[src/rtl/astar_pkg.sv]
// Shared types and saturating arithmetic for the A* search datapath.
package astar_pkg;

    localparam int DATA_WIDTH = 32;
    localparam logic [DATA_WIDTH-1:0] MAX_F = 32'hFFFFFFFF;

    typedef enum logic [1:0] {DIR_N, DIR_E, DIR_S, DIR_W} dir_e;
    typedef enum logic [1:0] {IDLE, SCAN, EMIT, DONE} exp_state_e;

    // Addition that clamps at a ceiling instead of wrapping.
    function automatic logic [DATA_WIDTH-1:0] sat_add(
        input logic [DATA_WIDTH-1:0] a,
        input logic [DATA_WIDTH-1:0] b,
        input logic [DATA_WIDTH-1:0] ceil
    );
        logic [DATA_WIDTH:0] s;
        s = {1'b0, a} + {1'b0, b};
        if (s > {1'b0, ceil}) begin
            return ceil;
        end
        return s[DATA_WIDTH-1:0];
    endfunction

endpackage

[src/rtl/manhattan_heuristic.sv]
// Manhattan distance between two grid points, zero-extended to DATA_WIDTH.
// Purely combinational; shared with the goal checker.
module manhattan_heuristic #(
    parameter int X_W        = 4,
    parameter int Y_W        = 4,
    parameter int DATA_WIDTH = 32
) (
    input  logic [X_W-1:0]        a_x_i,
    input  logic [Y_W-1:0]        a_y_i,
    input  logic [X_W-1:0]        b_x_i,
    input  logic [Y_W-1:0]        b_y_i,
    output logic [DATA_WIDTH-1:0] h_o
);

    logic [X_W-1:0] dx;
    logic [Y_W-1:0] dy;

    always_comb begin
        dx  = (a_x_i >= b_x_i) ? (a_x_i - b_x_i) : (b_x_i - a_x_i);
        dy  = (a_y_i >= b_y_i) ? (a_y_i - b_y_i) : (b_y_i - a_y_i);
        h_o = DATA_WIDTH'(dx) + DATA_WIDTH'(dy);
    end

endmodule

[src/rtl/astar_node_expander.sv]
// Walks the N/E/S/W neighbours of one parent node and enqueues each legal one
// with g+1 and f=g+h; a write holds in EMIT until the queue is ready and not full.
module astar_node_expander
    import astar_pkg::*;
#(
    parameter int                    DATA_WIDTH = 32,
    parameter int                    MAP_WIDTH  = 16,
    parameter int                    MAP_HEIGHT = 16,
    parameter logic [DATA_WIDTH-1:0] MAX_F      = 32'hFFFFFFFF,
    parameter int                    X_W        = $clog2(MAP_WIDTH),
    parameter int                    Y_W        = $clog2(MAP_HEIGHT)
) (
    input  logic                  CLK,
    input  logic                  RST,
    input  logic                  i_valid,
    output logic                  o_ready,
    input  logic [X_W-1:0]        i_node_x,
    input  logic [Y_W-1:0]        i_node_y,
    input  logic [DATA_WIDTH-1:0] i_node_g,
    input  logic [X_W-1:0]        i_goal_x,
    input  logic [Y_W-1:0]        i_goal_y,
    input  logic [3:0]            i_blocked,
    output logic                  o_wrt,
    output logic [DATA_WIDTH-1:0] o_node_f,
    output logic [DATA_WIDTH-1:0] o_node_g,
    output logic [X_W-1:0]        o_node_x,
    output logic [Y_W-1:0]        o_node_y,
    input  logic                  i_ready_enq,
    input  logic                  i_full,
    output logic                  o_done,
    output logic [2:0]            o_count
);

    localparam logic [X_W:0] MAP_W_C = (X_W+1)'(MAP_WIDTH);
    localparam logic [Y_W:0] MAP_H_C = (Y_W+1)'(MAP_HEIGHT);

    exp_state_e            state_q, state_d;
    dir_e                  dir_q, dir_d;
    logic [2:0]            count_q, count_d;
    logic [X_W-1:0]        px_q, px_d, gx_q, gx_d;
    logic [Y_W-1:0]        py_q, py_d, gy_q, gy_d;
    logic [DATA_WIDTH-1:0] pg_q, pg_d;
    logic [3:0]            blk_q, blk_d;
    logic [DATA_WIDTH-1:0] nf_q, nf_d, ng_q, ng_d;
    logic [X_W-1:0]        nx_q, nx_d;
    logic [Y_W-1:0]        ny_q, ny_d;

    logic [X_W:0]          cand_x;
    logic [Y_W:0]          cand_y;
    logic                  skip;
    logic [DATA_WIDTH-1:0] h_val, g_n, f_n;

    // Candidate neighbour for the current direction; coordinates carry one
    // extra bit so the east/south bound tests cannot wrap.
    always_comb begin
        cand_x = {1'b0, px_q};
        cand_y = {1'b0, py_q};
        skip   = blk_q[dir_q];
        case (dir_q)
            DIR_N: begin
                cand_y = {1'b0, py_q} - 1'b1;
                skip   = skip | (py_q == '0);
            end
            DIR_E: begin
                cand_x = {1'b0, px_q} + 1'b1;
                skip   = skip | (cand_x >= MAP_W_C);
            end
            DIR_S: begin
                cand_y = {1'b0, py_q} + 1'b1;
                skip   = skip | (cand_y >= MAP_H_C);
            end
            default: begin
                cand_x = {1'b0, px_q} - 1'b1;
                skip   = skip | (px_q == '0);
            end
        endcase
    end

    manhattan_heuristic #(
        .X_W        (X_W),
        .Y_W        (Y_W),
        .DATA_WIDTH (DATA_WIDTH)
    ) u_heur (
        .a_x_i (cand_x[X_W-1:0]),
        .a_y_i (cand_y[Y_W-1:0]),
        .b_x_i (gx_q),
        .b_y_i (gy_q),
        .h_o   (h_val)
    );

    always_comb begin
        g_n = sat_add(pg_q, DATA_WIDTH'(1), MAX_F);
        f_n = sat_add(g_n, h_val, MAX_F);
    end

    always_comb begin
        state_d = state_q;
        dir_d   = dir_q;
        count_d = count_q;
        px_d    = px_q;
        py_d    = py_q;
        gx_d    = gx_q;
        gy_d    = gy_q;
        pg_d    = pg_q;
        blk_d   = blk_q;
        nf_d    = nf_q;
        ng_d    = ng_q;
        nx_d    = nx_q;
        ny_d    = ny_q;
        case (state_q)
            IDLE: begin
                if (i_valid) begin
                    px_d    = i_node_x;
                    py_d    = i_node_y;
                    pg_d    = i_node_g;
                    gx_d    = i_goal_x;
                    gy_d    = i_goal_y;
                    blk_d   = i_blocked;
                    dir_d   = DIR_N;
                    count_d = '0;
                    state_d = SCAN;
                end
            end
            SCAN: begin
                if (!skip) begin
                    nf_d    = f_n;
                    ng_d    = g_n;
                    nx_d    = cand_x[X_W-1:0];
                    ny_d    = cand_y[Y_W-1:0];
                    state_d = EMIT;
                end else if (dir_q == DIR_W) begin
                    state_d = DONE;
                end else begin
                    dir_d = dir_e'(dir_q + 2'd1);
                end
            end
            EMIT: begin
                if (i_ready_enq && !i_full) begin
                    count_d = count_q + 3'd1;
                    if (dir_q == DIR_W) begin
                        state_d = DONE;
                    end else begin
                        dir_d   = dir_e'(dir_q + 2'd1);
                        state_d = SCAN;
                    end
                end
            end
            default: state_d = IDLE;
        endcase
    end

    always_ff @(posedge CLK) begin
        if (RST) begin
            state_q <= IDLE;
            dir_q   <= DIR_N;
            count_q <= '0;
            px_q    <= '0;
            py_q    <= '0;
            gx_q    <= '0;
            gy_q    <= '0;
            pg_q    <= '0;
            blk_q   <= '0;
            nf_q    <= '1;
            ng_q    <= '1;
            nx_q    <= '0;
            ny_q    <= '0;
        end else begin
            state_q <= state_d;
            dir_q   <= dir_d;
            count_q <= count_d;
            px_q    <= px_d;
            py_q    <= py_d;
            gx_q    <= gx_d;
            gy_q    <= gy_d;
            pg_q    <= pg_d;
            blk_q   <= blk_d;
            nf_q    <= nf_d;
            ng_q    <= ng_d;
            nx_q    <= nx_d;
            ny_q    <= ny_d;
        end
    end

    // All handshake outputs come straight from registers.
    assign o_ready  = (state_q == IDLE);
    assign o_wrt    = (state_q == EMIT);
    assign o_done   = (state_q == DONE);
    assign o_count  = count_q;
    assign o_node_f = nf_q;
    assign o_node_g = ng_q;
    assign o_node_x = nx_q;
    assign o_node_y = ny_q;

endmodule

[config.mk]
export PLATFORM = sky130hd
export DESIGN_NAME = astar_node_expander
export DESIGN_NICKNAME = d
export VERILOG_FILES = /design/src/rtl/astar_pkg.sv /design/src/rtl/manhattan_heuristic.sv /design/src/rtl/astar_node_expander.sv
export SDC_FILE = /design/constraint.sdc
export NUM_CORES = 1
export LEC_CHECK = 0
export BUFFER_PORTS_ARGS = -buffer_cell sky130_fd_sc_hd__buf_2
export CELL_PAD_IN_SITES_DETAIL_PLACEMENT = 2
export CELL_PAD_IN_SITES_GLOBAL_PLACEMENT = 2
export CORE_MARGIN = 5
export CORE_UTILIZATION = 33
export DETAILED_ROUTE_END_ITERATION = 6
export HOLD_SLACK_MARGIN = 0.1
export PLACE_DENSITY_LB_ADDON = 0.1
export SLEW_MARGIN = 5
export SYNTH_ARGS = -nofsm -noshare
export SYNTH_HDL_FRONTEND = slang
export SYNTH_SLANG_ARGS = --single-unit
[constraint.sdc]
create_clock -name CLK -period 7.8 [get_ports CLK]
set_input_delay 0.39 -clock CLK [delete_from_list [all_inputs] [get_ports CLK]]
set_output_delay 0.39 -clock CLK [all_outputs]
set_load 0.02 [all_outputs]
==> results of run 1 <==
[power groups by stage]
stage | sequential, uW | combinational [uW] | clock [uW]
final | 1030 | 2200 | 911
after CTS | 1030 | 2220 | 931
after global routing | 1050 | 2450 | 958
after detailed placement | 1040 | 2180 | 0
after floorplan | 1100 | 1460 | 0
after global placement | 1040 | 2110 | 0
[cell usage after synthesis, drive strengths merged (5+ instances only)]
library cell / count / share of area, %
nand4: 15 / 1.7
and2: 8 / 0.61
dfxtp: 131 / 32
and3: 20 / 1.5
a21o: 11 / 1.0
nor2b: 6 / 0.46
o21a: 5 / 0.46
o211ai: 11 / 1.1
xnor2: 28 / 3.0
fa: 6 / 1.5
a211oi: 12 / 1.1
inv: 36 / 1.6
nor3: 37 / 2.3
nor2: 85 / 3.9
nand3: 32 / 2.1
o21ai: 46 / 2.9
a21oi: 103 / 6.5
or2: 6 / 0.46
mux2i: 7 / 0.85
nand2: 188 / 8.6
nand2b: 13 / 0.99
o31ai: 6 / 0.55
nor4: 18 / 1.7
and4: 6 / 0.64
xor2: 26 / 2.8
ha: 43 / 6.6
a31oi: 13 / 0.99
o22a: 6 / 0.64
clkbuf: 45 / 2.1
buf: 23 / 1.7
nor4b: 5 / 0.53
[cell type report]
type / count / area (um2)
Tap cell: 324 / 405
Clock inverter: 15 / 219
Timing Repair Buffer: 139 / 708
Sequential cell: 131 / 2620
Multi-Input combinational cell: 830 / 5140
Fill cell: 2915 / 14700
Clock buffer: 17 / 425
Inverter: 36 / 135
[metrics by stage]
| step | worst slack, ns | hold WS [ns] | std cells | utilization, % |
|---|---|---|---|---|
| global route | 0.0160 | 0.186 | 1492 | 39.6 |
| global placement | 0.925 | 0.442 | 1460 | 36.9 |
| floorplan | 1.97 | 0.433 | 1065 | - |
| finish | 0.692 | 0.188 | 1492 | 39.6 |
| detailed placement | 0.643 | 0.452 | 1460 | 36.9 |
| CTS | 0.450 | 0.173 | 1492 | 39.6 |
[cells by family (layout without fill, tap and decap cells)]
kind of cell / count (synthesis) / after routing
AO/OA/AOI/OAI: 255 / 255
multiplexers: 8 / 8
AND/OR/NAND/NOR: 464 / 464
buffers and inverters: 104 / 207
flip-flops: 131 / 131
adder cells (fa/ha/maj): 49 / 49
XOR/XNOR: 54 / 54
[worst paths after layout]
kind              slack, ns      endpoint    startpoint  cells past startpoint
hold reg to reg        0.46   o_node_x[1]   o_node_x[1]                      2
hold / removal         0.19      pg_q[20]  i_node_g[20]                      3
setup reg to reg       0.69  o_node_f[23]      dir_q[0]                     25
setup / recovery       0.69  o_node_f[23]      dir_q[0]                     25
[tightest hold or removal path, delay by kind of cell]
family / cells / cell delay, ns
buffers and inverters: 1 / 0.09
and+or+nand+nor: 1 / 0.04
AOI/OAI and AO/OA: 1 / 0.05
[metal layers]
layer	track usage, %	vias up	share of wire [%]
li1	-	3919	-
met1	31.0	3978	50
met2	33.7	196	43
met3	3.65	36	4.8
met4	5.33	0	1.5
met5	0	-	0
[flip-flops by register name (all words and copies together), names as in the netlist]
signal / count
gy_q: 4
o_node_x: 4
py_q: 4
state_q: 2
gx_q: 4
o_node_y: 4
blk_q: 4
px_q: 4
dir_q: 2
o_node_g: 32
pg_q: 32
o_node_f: 32
o_count: 3
[cell usage in the layout, fill, tap and decap left out, drive strengths merged, types with 7 or more instances in the layout]
cell type,synthesis,final
a31oi,13,13
ha,43,43
inv,36,43
buf,23,139
nor4,18,18
a211oi,12,12
nand3,32,32
nand2b,13,13
a21o,11,11
o21ai,46,46
nor3,37,37
nor2,85,85
dfxtp,131,131
clkbuf,45,17
o211ai,11,11
and3,20,20
a21oi,103,103
mux2i,7,7
nand4,15,15
xnor2,28,28
nand2,188,188
and2,8,8
xor2,26,26
==> flow_summary_export.csv, run 1 <==
group,metric,value,unit
worst_setup_path,critPathTopFamily,"compound AO/OA/AOI/OAI gates",
sta,finalSetupViolations,0,
detailed_routing,final_antenna_net_count,0,
layout,final_area,9660,um2
floorplanning,die_w,168,um
floorplanning,coreArea,24400,um2
global_route,grt_pass1_vias,8525,
worst_setup_path,crit_fanout,8,
clock_network,cts_buffers,17,
flow_run,cap_violations,0,
sta,fin_crit,7.11,ns
synthesis,synth_simple_gate_area_share,28.0,%
worst_setup_path,timing.setup.critical_path_class,"reg -> reg",
worst_setup_path,cp.required,8.18,ns
worst_setup_path,worstPathArrival,7.49,ns
global_route,grt_usage,21.5,%
sta,maxSlewViolCount,0,
floorplanning,start_util,33.6,%
place,globalplace.congestion,0.892,
place,port-buffer-count,134,
pwr,clock_power_share,22.0,%
worst_setup_path,start_kind,"flip-flop",
place,dp_hpwl,23.2,mm
detailed_routing,num_vias,8129,
synthesis,synth_flop_cell,"dfxtp_1",
clock_network,cts.path.max_buffers,2,
global_route,grt_pass1_wl,48.9,mm
sta,tightest_slew,0.965,ns
worst_setup_path,critPathMaxStageDelay,0.59,ns
outcome,status,"finished, final reports clean",
floorplanning,dieArea,28100,um2
clock_network,cts_tree,"built",
synthesis,async_flop_share,0,%
sta,rsz0062_at_grt,"no",
detailed_routing,firstDrtPassIters,5,
synthesis,syn_area_per_cell,7.70,um2
clock_network,cts_setup_buffers,0,
sta,hold_viol,0,
pwr,leakage,0.00386,uW
layout,area_growth,17.8,%
sta,finalCritPeriodShare,91.1,%
detailed_routing,routedWlPerCell,20.6,um
synthesis,synth.area.mux_share,1.13,%
worst_setup_path,cp_common_cell,"ha_1",
floorplanning,row_count,57,
clock_network,cts_resized,0,
sta,setup_tns,0,ns
pwr,vdd_drop_max,224,uV
worst_setup_path,critical_path.endpoint_type,"flip-flop",
pwr,p_comb_share,53.2,%
worst_setup_path,slowest_stage,"a221oi_1",
clock_network,root_buffer,"clkbuf_16",
global_route,antenna_found_initial,0,
synthesis,yosysSeqAreaShare,32.0,%
synthesis,synth_top_family_by_area,"simple AND/OR/NAND/NOR gates",
synthesis,synth.distinct_cells,78,
detailed_routing,drc,0,
global_route,grt_max_degree,76,
synthesis,synth_compound_area_share,19.6,%
sta,max_clock_freq,141,MHz
min_path,hold_path_class,"in -> reg",
layout,n_antenna_cell,0,
synthesis,yosys_register_bits,131,
synthesis,synth_edf_count,0,
pwr,switchingPower,1930,uW
synthesis,synth.yosys.warnings,0,
detailed_routing,drt-initial-drc-count,485,
pwr,finalPower,4140,uW
synthesis,synth_xor_area_share,5.77,%
global_route,overflow,0,
pwr,p_per_area,429,nW/um2
pwr,p_sw_share,46.5,%
place,dpl_cell_area,9000,um2
clock_network,clk_pin_slew,0.07,ns
clock_network,cts-hold-fix-buffers,0,
clock_network,clock_latency,0.43,ns
clock_network,htree_num_levels,4,
floorplanning,die_h,168,um
clock_network,cts_sinks,131,
sta,slew_headroom,35.1,%
layout,nets,1261,
detailed_routing,vias_per_cell,5.45,
worst_setup_path,cp.buffers_inverters,2,
sta,worst_clock_skew,0.0114,ns
synthesis,syn_inst,1065,
layout,drive_gt1_share,16.9,%
synthesis,synthAdderAreaFrac,8.03,%
pwr,sequentialPowerShare,24.8,%
synthesis,synth_fp_nets,1171,
floorplanning,io-pin-count,135,
synthesis,syn_area,8200,um2
pwr,p_int,2210,uW
detailed_routing,drt-total-wl,30.8,mm
Power figures use the tool's default switching activity.
==> inputs of run 2 (changes only) <==
--- a/config.mk
+++ b/config.mk
@@ -9,6 +9,7 @@
 export CELL_PAD_IN_SITES_DETAIL_PLACEMENT = 2
 export CELL_PAD_IN_SITES_GLOBAL_PLACEMENT = 2
+export CORE_ASPECT_RATIO = 2
 export CORE_MARGIN = 5
-export CORE_UTILIZATION = 33
+export CORE_UTILIZATION = 30
 export DETAILED_ROUTE_END_ITERATION = 6
 export HOLD_SLACK_MARGIN = 0.1
==> constraint.sdc (replaced) <==
create_clock -name CLK -period 7.8 [get_ports CLK]
set_input_delay 0.78 -clock CLK [delete_from_list [all_inputs] [get_ports CLK]]
set_output_delay 0.78 -clock CLK [all_outputs]
set_load 0.02 [all_outputs]
==> flow_summary_export.csv, run 2 (same netlist as run 1, synthesis figures left out) <==
group,metric,value,unit
outcome,status,"finished, final reports clean",
clock_network,cts.path.max_buffers,2,
floorplanning,coreArea,26900,um2
worst_setup_path,cp_common_cell,"ha_1",
pwr,leakage,0.00386,uW
clock_network,cts_setup_buffers,0,
global_route,grt_pass1_wl,52.2,mm
worst_setup_path,timing.setup.critical_path_class,"reg -> reg",
layout,final_core_util,35.9,%
detailed_routing,final_antenna_net_count,0,
detailed_routing,wl_met2,20.2,mm
global_route,grt_usage,22.2,%
detailed_routing,firstDrtPassIters,4,
sta,rsz0062_at_grt,"no",
worst_setup_path,critPathTopFamily,"compound AO/OA/AOI/OAI gates",
place,port-buffer-count,134,
floorplanning,die_h,244,um
detailed_routing,drt-total-wl,34.4,mm
layout,final_common_cell,"nand2_1",
min_path,hold_depth,2,
worst_setup_path,rr_worst_depth,25,
worst_setup_path,worstPathArrival,7.28,ns
clock_network,htree_num_levels,4,
global_route,grt_max_degree,54,
worst_setup_path,critical_path.endpoint_type,"flip-flop",
worst_setup_path,critPathMaxStageDelay,0.52,ns
pwr,finalPower,4080,uW
sta,hold_viol,0,
worst_setup_path,cp.required,8.19,ns
sta,tightest_slew,1.05,ns
pwr,vdd_drop_max,205,uV
floorplanning,dieArea,30900,um2
sta,finalSetupViolations,0,
layout,n_antenna_cell,0,
clock_network,clk_pin_slew,0.06,ns
floorplanning,row_count,85,
sta,maxSlewViolCount,0,
detailed_routing,wl_met1,12.0,mm
floorplanning,start_util,30.5,%
pwr,p_per_area,422,nW/um2
layout,drive_gt1_share,17.4,%
layout,final_cell_mix,"nand2_1 (186), buf_2 (134), dfxtp_1 (131), a21oi_1 (101), nor2_1 (84)",
clock_network,cts_resized,0,
flow_run,cap_violations,0,
clock_network,cts_buffers,17,
min_path,holdPathEnd,"o_node_x[1]",
worst_setup_path,r2r-end,"o_node_f[23]",
min_path,hold_start,"o_node_x[1]",
clock_network,clock_latency,0.45,ns
layout,fillers,3190,
global_route,antenna_found_initial,0,
worst_setup_path,cp.buffers_inverters,1,
sta,finalCritPeriodShare,88.4,%
clock_network,cts_tree,"built",
worst_setup_path,slowest_stage,"o21bai_1",
clock_network,root_buffer,"clkbuf_16",
detailed_routing,routedWlPerCell,22.6,um
floorplanning,io-pin-count,135,
clock_network,cts-hold-fix-buffers,0,
place,dp_hpwl,26.9,mm
detailed_routing,drt-initial-drc-count,243,
worst_setup_path,r2r-start,"dir_q[0]",
detailed_routing,drc,0,
layout,nets,1268,
floorplanning,die_w,127,um
sta,max_clock_freq,145,MHz
sta,worst_clock_skew,0.0150,ns
worst_setup_path,crit_fanout,8,
min_path,hold_path_class,"reg -> reg",
sta,slew_headroom,29.8,%
detailed_routing,num_vias,8259,
worst_setup_path,start_kind,"flip-flop",
detailed_routing,vias_per_cell,5.42,
layout,area_growth,17.9,%
detailed_routing,wl_met3,720,um
global_route,grt_pass1_vias,8929,
worst_setup_path,reg2reg_setup_slack,0.91,ns
detailed_routing,highest_layer,"met4",
place,globalplace.congestion,0.854,
global_route,overflow,0,
clock_network,cts_sinks,131,
sta,fin_crit,6.89,ns
sta,setup_tns,0,ns
==> run 2: metrics by stage <==
stage | area (um2) | setup WS [ns] | cells | hold WS [ns]
final | 9660 | 0.907 | 1523 | 0.460
after global routing | 9660 | 0.312 | 1523 | 0.493
after CTS | 9660 | 0.877 | 1523 | 0.465
after detailed placement | 9090 | 0.912 | 1491 | 0.457
after global placement | 9090 | 1.17 | 1491 | 0.443
after floorplan | 8200 | 1.97 | 1065 | 0.433
==> run 2: tightest hold or removal path: stages (launching register included) <==
cell,delay (ns)
dfxtp_1,0.31
nand2_1,0.05
a21oi_1,0.05
==> run 2: worst max-delay path by stage <==
| stage | from | to | slack, ns | depth (start not counted) |
|---|---|---|---|---|
| finish | dir_q[0] | o_node_f[23] | 0.91 | 25 |
| global route | dir_q[0] | o_node_f[23] | 0.31 | 25 |
| CTS | dir_q[0] | o_node_f[23] | 0.88 | 25 |
| detailed placement | dir_q[0] | o_node_f[31] | 0.91 | 25 |
| global placement | dir_q[0] | o_node_f[23] | 1.17 | 25 |
| floorplan | dir_q[0] | o_node_f[30] | 1.97 | 27 |
==> run 2: area by class of cell <==
| class | instances | area (um2) | area share (%) |
|---|---|---|---|
| Clock inverter | 12 | 106 | 1.10 |
| Inverter | 36 | 135 | 1.40 |
| Clock buffer | 20 | 467 | 4.83 |
| Sequential cell | 131 | 2620 | 27.1 |
| Tap cell | 348 | 435 | 4.51 |
| Multi-Input combinational cell | 830 | 5140 | 53.2 |
| Timing Repair Buffer | 146 | 761 | 7.87 |
==> run 2: layer usage <==
metal,GRT usage [%],vias up
li1,-,3940
met1,20.7,4128
met2,45.6,132
met3,2.96,59
met4,10.5,0
met5,0,-
==> run 2: power breakdown <==
group / switching [uW] / internal, uW / total [uW]
Sequential: 192 / 842 / 1030
Clock: 331 / 462 / 793
Combinational: 1410 / 836 / 2250
Total: 1940 / 2140 / 4080
